File: src/rtl/mips_ctr_pkg.sv
// Shared encodings for the multi-cycle MIPS controller: opcodes, FSM state
// codes and the ALU / datapath select encodings.
package mips_ctr_pkg;

  localparam logic [5:0] OpRtype = 6'b000000;
  localparam logic [5:0] OpLw    = 6'b100011;
  localparam logic [5:0] OpSw    = 6'b101011;
  localparam logic [5:0] OpBeq   = 6'b000100;
  localparam logic [5:0] OpJ     = 6'b000010;
  localparam logic [5:0] OpAddi  = 6'b001000;

  // State codes are visible on the debug port, so they are fixed explicitly.
  typedef enum logic [3:0] {
    StStart  = 4'd0,
    StFetch  = 4'd1,
    StDecode = 4'd2,
    StMemAdr = 4'd3,
    StMemRd  = 4'd4,
    StMemWb  = 4'd5,
    StMemWr  = 4'd6,
    StExec   = 4'd7,
    StAluWb  = 4'd8,
    StBranch = 4'd9,
    StJump   = 4'd10,
    StAddiEx = 4'd11,
    StAddiWb = 4'd12,
    StTrap   = 4'd13
  } state_t;

  typedef enum logic [1:0] {
    AluOpAdd   = 2'b00,
    AluOpSub   = 2'b01,
    AluOpFunct = 2'b10
  } aluop_t;

  typedef enum logic [1:0] {
    SrcBRegB   = 2'b00,
    SrcBFour   = 2'b01,
    SrcBImm    = 2'b10,
    SrcBImmSh2 = 2'b11
  } alu_src_b_t;

  typedef enum logic [1:0] {
    PcSrcAlu    = 2'b00,
    PcSrcAluOut = 2'b01,
    PcSrcJump   = 2'b10
  } pc_source_t;

  function automatic logic is_legal_op(logic [5:0] op);
    return (op == OpRtype) || (op == OpLw) || (op == OpSw) ||
           (op == OpBeq) || (op == OpJ) || (op == OpAddi);
  endfunction

endpackage

File: src/rtl/multicycle_ctr_decode.sv
// Combinational output decode for the multi-cycle controller.
// MULTICYCLE_CTR_TRAP_EN: illegal opcodes trap (TRAP raises illegalOp);
// otherwise an illegal opcode completes as a NOP in DECODE.
module multicycle_ctr_decode
  import mips_ctr_pkg::*;
(
  input  state_t     i_state,
  input  logic       i_mem_ready,
`ifndef MULTICYCLE_CTR_TRAP_EN
  input  logic [5:0] i_op_code,
`endif
  output logic       o_pc_write,
  output logic       o_pc_write_cond,
  output logic       o_ior_d,
  output logic       o_mem_read,
  output logic       o_mem_write,
  output logic       o_ir_write,
  output logic       o_mem_to_reg,
  output logic       o_reg_dst,
  output logic       o_reg_write,
  output logic       o_alu_src_a,
  output logic [1:0] o_alu_src_b,
  output logic [1:0] o_aluop,
  output logic [1:0] o_pc_source,
  output logic       o_instr_done,
  output logic       o_illegal_op
);

  // Per-state strobes; anything not set in a state stays 0.
  always_comb begin
    o_pc_write      = 1'b0;
    o_pc_write_cond = 1'b0;
    o_ior_d         = 1'b0;
    o_mem_read      = 1'b0;
    o_mem_write     = 1'b0;
    o_ir_write      = 1'b0;
    o_mem_to_reg    = 1'b0;
    o_reg_dst       = 1'b0;
    o_reg_write     = 1'b0;
    o_alu_src_a     = 1'b0;
    o_alu_src_b     = SrcBRegB;
    o_aluop         = AluOpAdd;
    o_pc_source     = PcSrcAlu;
    o_instr_done    = 1'b0;
    o_illegal_op    = 1'b0;
    unique case (i_state)
      StFetch: begin
        o_mem_read  = 1'b1;
        o_alu_src_b = SrcBFour;
        // Latch IR and bump PC only on the cycle the fetch completes.
        o_ir_write  = i_mem_ready;
        o_pc_write  = i_mem_ready;
      end
      StDecode: begin
        o_alu_src_b = SrcBImmSh2;
`ifndef MULTICYCLE_CTR_TRAP_EN
        o_instr_done = ~is_legal_op(i_op_code);
`endif
      end
      StMemAdr: begin
        o_alu_src_a = 1'b1;
        o_alu_src_b = SrcBImm;
      end
      StMemRd: begin
        o_mem_read = 1'b1;
        o_ior_d    = 1'b1;
      end
      StMemWb: begin
        o_reg_write  = 1'b1;
        o_mem_to_reg = 1'b1;
        o_instr_done = 1'b1;
      end
      StMemWr: begin
        o_mem_write  = 1'b1;
        o_ior_d      = 1'b1;
        o_instr_done = i_mem_ready;
      end
      StExec: begin
        o_alu_src_a = 1'b1;
        o_aluop     = AluOpFunct;
      end
      StAluWb: begin
        o_reg_write  = 1'b1;
        o_reg_dst    = 1'b1;
        o_instr_done = 1'b1;
      end
      StBranch: begin
        o_alu_src_a     = 1'b1;
        o_aluop         = AluOpSub;
        o_pc_source     = PcSrcAluOut;
        o_pc_write_cond = 1'b1;
        o_instr_done    = 1'b1;
      end
      StJump: begin
        o_pc_source  = PcSrcJump;
        o_pc_write   = 1'b1;
        o_instr_done = 1'b1;
      end
      StAddiEx: begin
        o_alu_src_a = 1'b1;
        o_alu_src_b = SrcBImm;
      end
      StAddiWb: begin
        o_reg_write  = 1'b1;
        o_instr_done = 1'b1;
      end
      StTrap: begin
`ifdef MULTICYCLE_CTR_TRAP_EN
        o_illegal_op = 1'b1;
`endif
      end
      default: ;
    endcase
  end

endmodule

File: src/rtl/multicycle_ctr.sv
// Multi-cycle MIPS main controller: state register and next-state logic.
// MULTICYCLE_CTR_TRAP_EN: illegal opcodes enter TRAP until reset; otherwise
// they are treated as NOPs.
module multicycle_ctr
  import mips_ctr_pkg::*;
(
  input  logic       clk,
  input  logic       reset,
  input  logic [5:0] opCode,
  input  logic       memReady,
  output logic       pcWrite,
  output logic       pcWriteCond,
  output logic       iorD,
  output logic       memRead,
  output logic       memWrite,
  output logic       irWrite,
  output logic       memToReg,
  output logic       regDst,
  output logic       regWrite,
  output logic       aluSrcA,
  output logic [1:0] aluSrcB,
  output logic [1:0] aluop,
  output logic [1:0] pcSource,
  output logic       instrDone,
  output logic [3:0] state,
  output logic       illegalOp
);

  state_t r_state;
  state_t w_state_next;

  // Next-state: memory states hold until memReady, opCode read in DECODE/MEMADR.
  always_comb begin
    w_state_next = r_state;
    unique case (r_state)
      StStart:  w_state_next = StFetch;
      StFetch:  if (memReady) w_state_next = StDecode;
      StDecode: begin
        unique case (opCode)
          OpLw, OpSw: w_state_next = StMemAdr;
          OpRtype:    w_state_next = StExec;
          OpBeq:      w_state_next = StBranch;
          OpJ:        w_state_next = StJump;
          OpAddi:     w_state_next = StAddiEx;
`ifdef MULTICYCLE_CTR_TRAP_EN
          default:    w_state_next = StTrap;
`else
          default:    w_state_next = StFetch;
`endif
        endcase
      end
      StMemAdr: w_state_next = (opCode == OpSw) ? StMemWr : StMemRd;
      StMemRd:  if (memReady) w_state_next = StMemWb;
      StMemWr:  if (memReady) w_state_next = StFetch;
      StExec:   w_state_next = StAluWb;
      StAddiEx: w_state_next = StAddiWb;
      StMemWb, StAluWb, StBranch, StJump, StAddiWb: w_state_next = StFetch;
`ifdef MULTICYCLE_CTR_TRAP_EN
      StTrap:   w_state_next = StTrap;
`else
      StTrap:   w_state_next = StStart;
`endif
      default:  w_state_next = StStart;
    endcase
  end

  // State register; async reset abandons any in-flight memory access at once.
  always_ff @(posedge clk or posedge reset) begin
    if (reset) r_state <= StStart;
    else       r_state <= w_state_next;
  end

  assign state = r_state;

  multicycle_ctr_decode u_decode (
    .i_state         (r_state),
    .i_mem_ready     (memReady),
`ifndef MULTICYCLE_CTR_TRAP_EN
    .i_op_code       (opCode),
`endif
    .o_pc_write      (pcWrite),
    .o_pc_write_cond (pcWriteCond),
    .o_ior_d         (iorD),
    .o_mem_read      (memRead),
    .o_mem_write     (memWrite),
    .o_ir_write      (irWrite),
    .o_mem_to_reg    (memToReg),
    .o_reg_dst       (regDst),
    .o_reg_write     (regWrite),
    .o_alu_src_a     (aluSrcA),
    .o_alu_src_b     (aluSrcB),
    .o_aluop         (aluop),
    .o_pc_source     (pcSource),
    .o_instr_done    (instrDone),
    .o_illegal_op    (illegalOp)
  );

endmodule

File: config.mk
export PLATFORM = sky130hd
export DESIGN_NAME = multicycle_ctr
export DESIGN_NICKNAME = d
export VERILOG_FILES = /design/src/rtl/mips_ctr_pkg.sv /design/src/rtl/multicycle_ctr_decode.sv /design/src/rtl/multicycle_ctr.sv
export SDC_FILE = /design/constraint.sdc
export NUM_CORES = 1
export LEC_CHECK = 0
export CORE_MARGIN = 3
export CORE_UTILIZATION = 37
export DETAILED_ROUTE_END_ITERATION = 12
export PLACE_DENSITY = 0.77
export SLEW_MARGIN = 20
export SYNTH_ARGS = -nofsm -noshare
export SYNTH_HDL_FRONTEND = slang
export SYNTH_SLANG_ARGS = --single-unit
File: constraint.sdc
create_clock -name clk -period 2.2 [get_ports clk]
set_clock_uncertainty 0.1 [all_clocks]
set_input_delay 0.33 -clock clk [delete_from_list [all_inputs] [get_ports clk]]
set_output_delay 0.33 -clock clk [all_outputs]
set_load 0.01 [all_outputs]
Word level (Yosys, flattened, before mapping). Cells that the tools add are included.

Bits in registers: 4. Bits of input ports: 9.

Eq/ne operators: 20. Multiplexer cells: 20. Bitwise logic cells: 1. Reductions and logical operators: 16.

Operator list (count): $pmux W4 S8 (1); $eq A4 B4 Y1 const B (5); $pmux W4 S5 (1); $eq A4 B3 Y1 const B (4); $eq A6 B6 Y1 const B (2); $mux W4 (3); $mux W1 (9); $eq A4 B2 Y1 const B (2); $pmux W2 S2 (2); $reduce_or A2 Y1 (4); $eq A6 B2 Y1 const B (1); $eq A6 B3 Y1 const B (1); $eq A6 B4 Y1 const B (1); $logic_not A6 Y1 (1); $ne A2 B2 Y1 const B (3); $pmux W2 S3 (1); $reduce_or A6 Y1 (1); $logic_or A1 B1 Y1 (5); $reduce_or A5 Y1 (1); $eq A4 B1 Y1 const B (1); $logic_not A4 Y1 (1); $reduce_or A4 Y1 (1); $pmux W1 S3 (1); $reduce_and A3 Y1 (1); other kinds (4) (4).

Logic depth before layout (Yosys ltp).
Depth in word-level cells: 8. Depth in mapped cells: 6. Gate-level depth less buffers: 4.

Modules after synthesis. Synthesis repeated with hierarchy kept, for this count alone.

Cells, all modules: 77. Area total of the unflattened synthesis: 635.6 um^2.

Modules (own cells, without submodules): multicycle_ctr (times used 1, cells each 37, area an instance 326.6 um^2); multicycle_ctr_decode (times used 1, cells each 40, area an instance 309.0 um^2).

Worst setup path before layout. Ideal clock, no wire load.

Kind: reg-to-output. From: register r_state[0] (netlist: state[0]). To: output port instrDone. Arrival: 1.578 ns. Data required time: 1.770 ns. Path slack: 0.192 ns. Cell stages (with the launch flop): 5. Path buffers: 0. Cell sequence: dfrtp_1 > nand2b_4 > or3_1 > or4_1 > o221ai_1.

Word-level cells in the longest chain between the ends: 3. Elaborated cells between the ends (all ways): 9.

Ends and longest elaborated chain: start, declared (line multicycle_ctr.sv:29) `state_t r_state;`; start signal, assigned (line multicycle_ctr.sv:69) `if (reset) r_state <= StStart;`; start signal, assigned (line multicycle_ctr.sv:70) `else r_state <= w_state_next;`; $eq A4 B3 Y1 / $eq A4 B4 Y1 (equally long branches) (line multicycle_ctr_decode.sv:46) `unique case (i_state)`; $reduce_or A5 Y1 (no line); $pmux W1 S3 * (line multicycle_ctr_decode.sv:46); end, declared (line multicycle_ctr.sv:24) `output logic instrDone,`.

Every way passes the cells marked *; elsewhere a longest branch is shown, timed or not.

Final worst setup path. Same ends and word-level chain as after synthesis.

==> key figures <==
Critical path
  • Critical R2R Launch: state[0]
  • Worst reg2reg endpoint: state[1]
  • Startpoint types: register
  • Worst R2R Path Depth: 5
  • CP peak stage delay: 0.50 ns
  • Crit Path Category: reg2out
  • Worst setup path endpoint: instrDone
  • Worst EP arrival: 1.82 ns
  • Critical Path, Cell by Cell: nand2b_4, or3_4, or4_1, o221ai_1, buf_2
  • Critical Path Fanout Max: 2
  • Slowest CP cell: or4_1
  • Critical Path RT: 1.77 ns
  • R2r setup slk: 0.62 ns
  • Worst Setup SP: state[0]
  • Crit end category: output pin

Yosys
  • Mux cell area share after synthesis: 0%
  • Register area share after synthesis: 17.9%
  • Synthesis Warnings: 0
  • Top cell type by total area after synthesis: dfrtp_1
  • Mapped Nets: 90
  • Count leader, synth: nor2_1
  • Mapped Area: 558 um2
  • Most used flip-flop cell after synthesis: dfrtp_1
  • Synth top cells by count: 10 x nor2_1, 6 x a21oi_1, 5 x clkbuf_1
  • Post-Syn Instances: 81
  • Yosys cell types: 35
  • Simple-gate share of the synthesized area: 34.8%
  • Post-synth ARST share: 100%
  • Yosys top cell area share: 17.9%
  • Top cells by area, synth: dfrtp_1 18%, nor2_1 6.7%, a21oi_1 5.4%
  • Largest family of logic cells by synthesized area: simple AND/OR/NAND/NOR gates
  • Post-Synth Adder-Cell Area: 0%
  • Syn Area/Cell: 6.89 um2
  • FF+latch count, synth: 4
  • XOR/XNOR share of the synthesized area: 3.14%
  • Compound-cell area share of the yosys netlist: 31.2%
  • EDFF count, synth: 0

Die
  • Core area: 1350 um2
  • Die Area: 2010 um2
  • Initial core utilization: 41.3%
  • Chip Width: 44.8 um
  • Die Span Y: 44.8 um
  • I/O pin cnt: 31
  • Row cnt: 13

Placement
  • Buffers on Ports: 29
  • Routability cong.: 0.795
  • Placed instance area: 915 um2
  • Inst Count DP: 129
  • HPWL after DPL: 1.30 mm

Finish
  • N_diodes: 0
  • Nets: 128
  • Layout area overhead: 77.6%
  • Post-Layout Inst Area: 991 um2
  • Max FFs per register: 4
  • Layout cells sized above 1: 23.9%
  • Final cell count without fillers: 132

Clock network
  • Total CTS buffers: 3
  • TritonCTS clock tree: done
  • CTS sink cnt: 4
  • Bufs on Longest Clock Path: 2
  • Clock slew at reported path FFs: 0.04 ns
  • Root buffer cell: clkbuf_4
  • CTS Hold Bufs: 0
  • Worst skew pair latency: 0.24 ns
  • H-tree Lvls: 1

Route
  • DRT Pass-1 Iters: 4
  • Routed Antenna Nets: 0
  • DR vias: 752
  • Routed len/inst: 14.1 um
  • Iteration-0 DRC Markers: 22
  • Routed WL: 1.86 mm
  • Via density per instance: 5.70
  • Drt drc: 0

GRT
  • Global-route wire length before repair: 2.90 mm
  • Largest net degree at the start of global routing: 19
  • Global route overflow: 0
  • Total Routing Usage GR: 19.6%
  • Initial antenna violation count: 0
  • Vias in the first global route: 707

Timing
  • Hold WS: 0.179 ns
  • RSZ-0062 raised after global routing: yes
  • Hold Fails Final Rpt: 0
  • Final slew viol count: 0
  • Max Fclk: 443 MHz
  • Endpoints failing setup: 1
  • Setup TNS: -0.0549 ns
  • Final worst slack: -0.0549 ns
  • Tcrit/Tclk final: 102%
  • Tmin final: 2.25 ns

Status
  • Status: finished, violations left
  • Failing checks: setup timing

Pwr
  • PD cells: 1000 nW/um2
  • Max rail drop VDD: 0.000544 V
  • Pleak: 0.548 nW

Min path
  • Worst Hold Class: in2async

Job
  • Max-cap violations: 0
cell type report:
type | count | area, um2
multi-input combinational | 64 | 429
sequential | 4 | 100
inverter | 3 | 11.3
tap | 15 | 18.8
fill | 107 | 359
timing repair buffer | 43 | 409
clock buffer | 3 | 22.5
what timing repair did:
| action | CTS | global route |
|---|---|---|
| endpoints found under the setup margin | 8 | 13 |
| buffers inserted | 0 | 0 |
| pin swaps | 1 | 3 |
| gates resized for setup | 12 | 14 |
stage by stage:
step	worst slack [ns]	total power (W)	utilization [%]
floorplan	0.192	0.000545	-
global placement	-0.454	0.000889	67.7
detailed placement	-0.489	0.000906	67.7
CTS	-0.0596	0.000980	70.2
global route	-0.100	0.00107	73.4
finish	-0.0549	0.000994	73.4
power by group:
| group | internal (W) | switching, W | total [W] |
|---|---|---|---|
| sequential | 0.000101 | 0.0000181 | 0.000120 |
| clock | 0.0000611 | 0.0000314 | 0.0000925 |
| combinational | 0.000389 | 0.000393 | 0.000782 |
cell families after synthesis:
group / after synthesis
AO/OA/AOI/OAI: 26
XOR/XNOR: 2
buffers and inverters: 13
flip-flops: 4
other: 1
AND/OR/NAND/NOR: 35
worst min path at each step:
stage          slack, ns  depth (start not counted)  endpoint
2_1_floorplan     -0.004                          1  state[0]
3_3_place_gp        0.42                          2  state[1]
3_5_place_dp        0.43                          2  state[1]
4_1_cts             0.19                          2  state[0]
5_1_grt             0.20                          2  state[0]
6_report            0.18                          2  state[0]
per-layer routing:
layer / part of all wire [%] / global-route usage, %
met1: 40 / 20.4
met4: 0.75 / 7.60
met3: 8.0 / 3.59
met5: 0 / 0
met2: 52 / 37.8
cells in the final DEF (no fill, tap or decap), types with 3 or more instances in the layout:
cell type | Yosys | routed
nand2_1 | 4 | 3
buf_4 | 3 | 14
a21oi_1 | 6 | 6
a211oi_1 | 4 | 3
nand2b_1 | 4 | 3
dlygate4sd2_1 | 0 | 3
clkdlybuf4s50_1 | 0 | 16
clkbuf_4 | 0 | 3
dlymetal6s2s_1 | 0 | 9
dfrtp_1 | 4 | 4
nor2_1 | 10 | 9
nor3_1 | 4 | 4
o21ai_0 | 3 | 3
worst max-delay path: cells and delay by family (launching register included):
kind / cells / cell delay, ns
simple gates: 3 / 0.97
flops: 1 / 0.37
compound gates: 1 / 0.08
buf+inv: 1 / 0.16
Power figures use the tool's default switching activity.
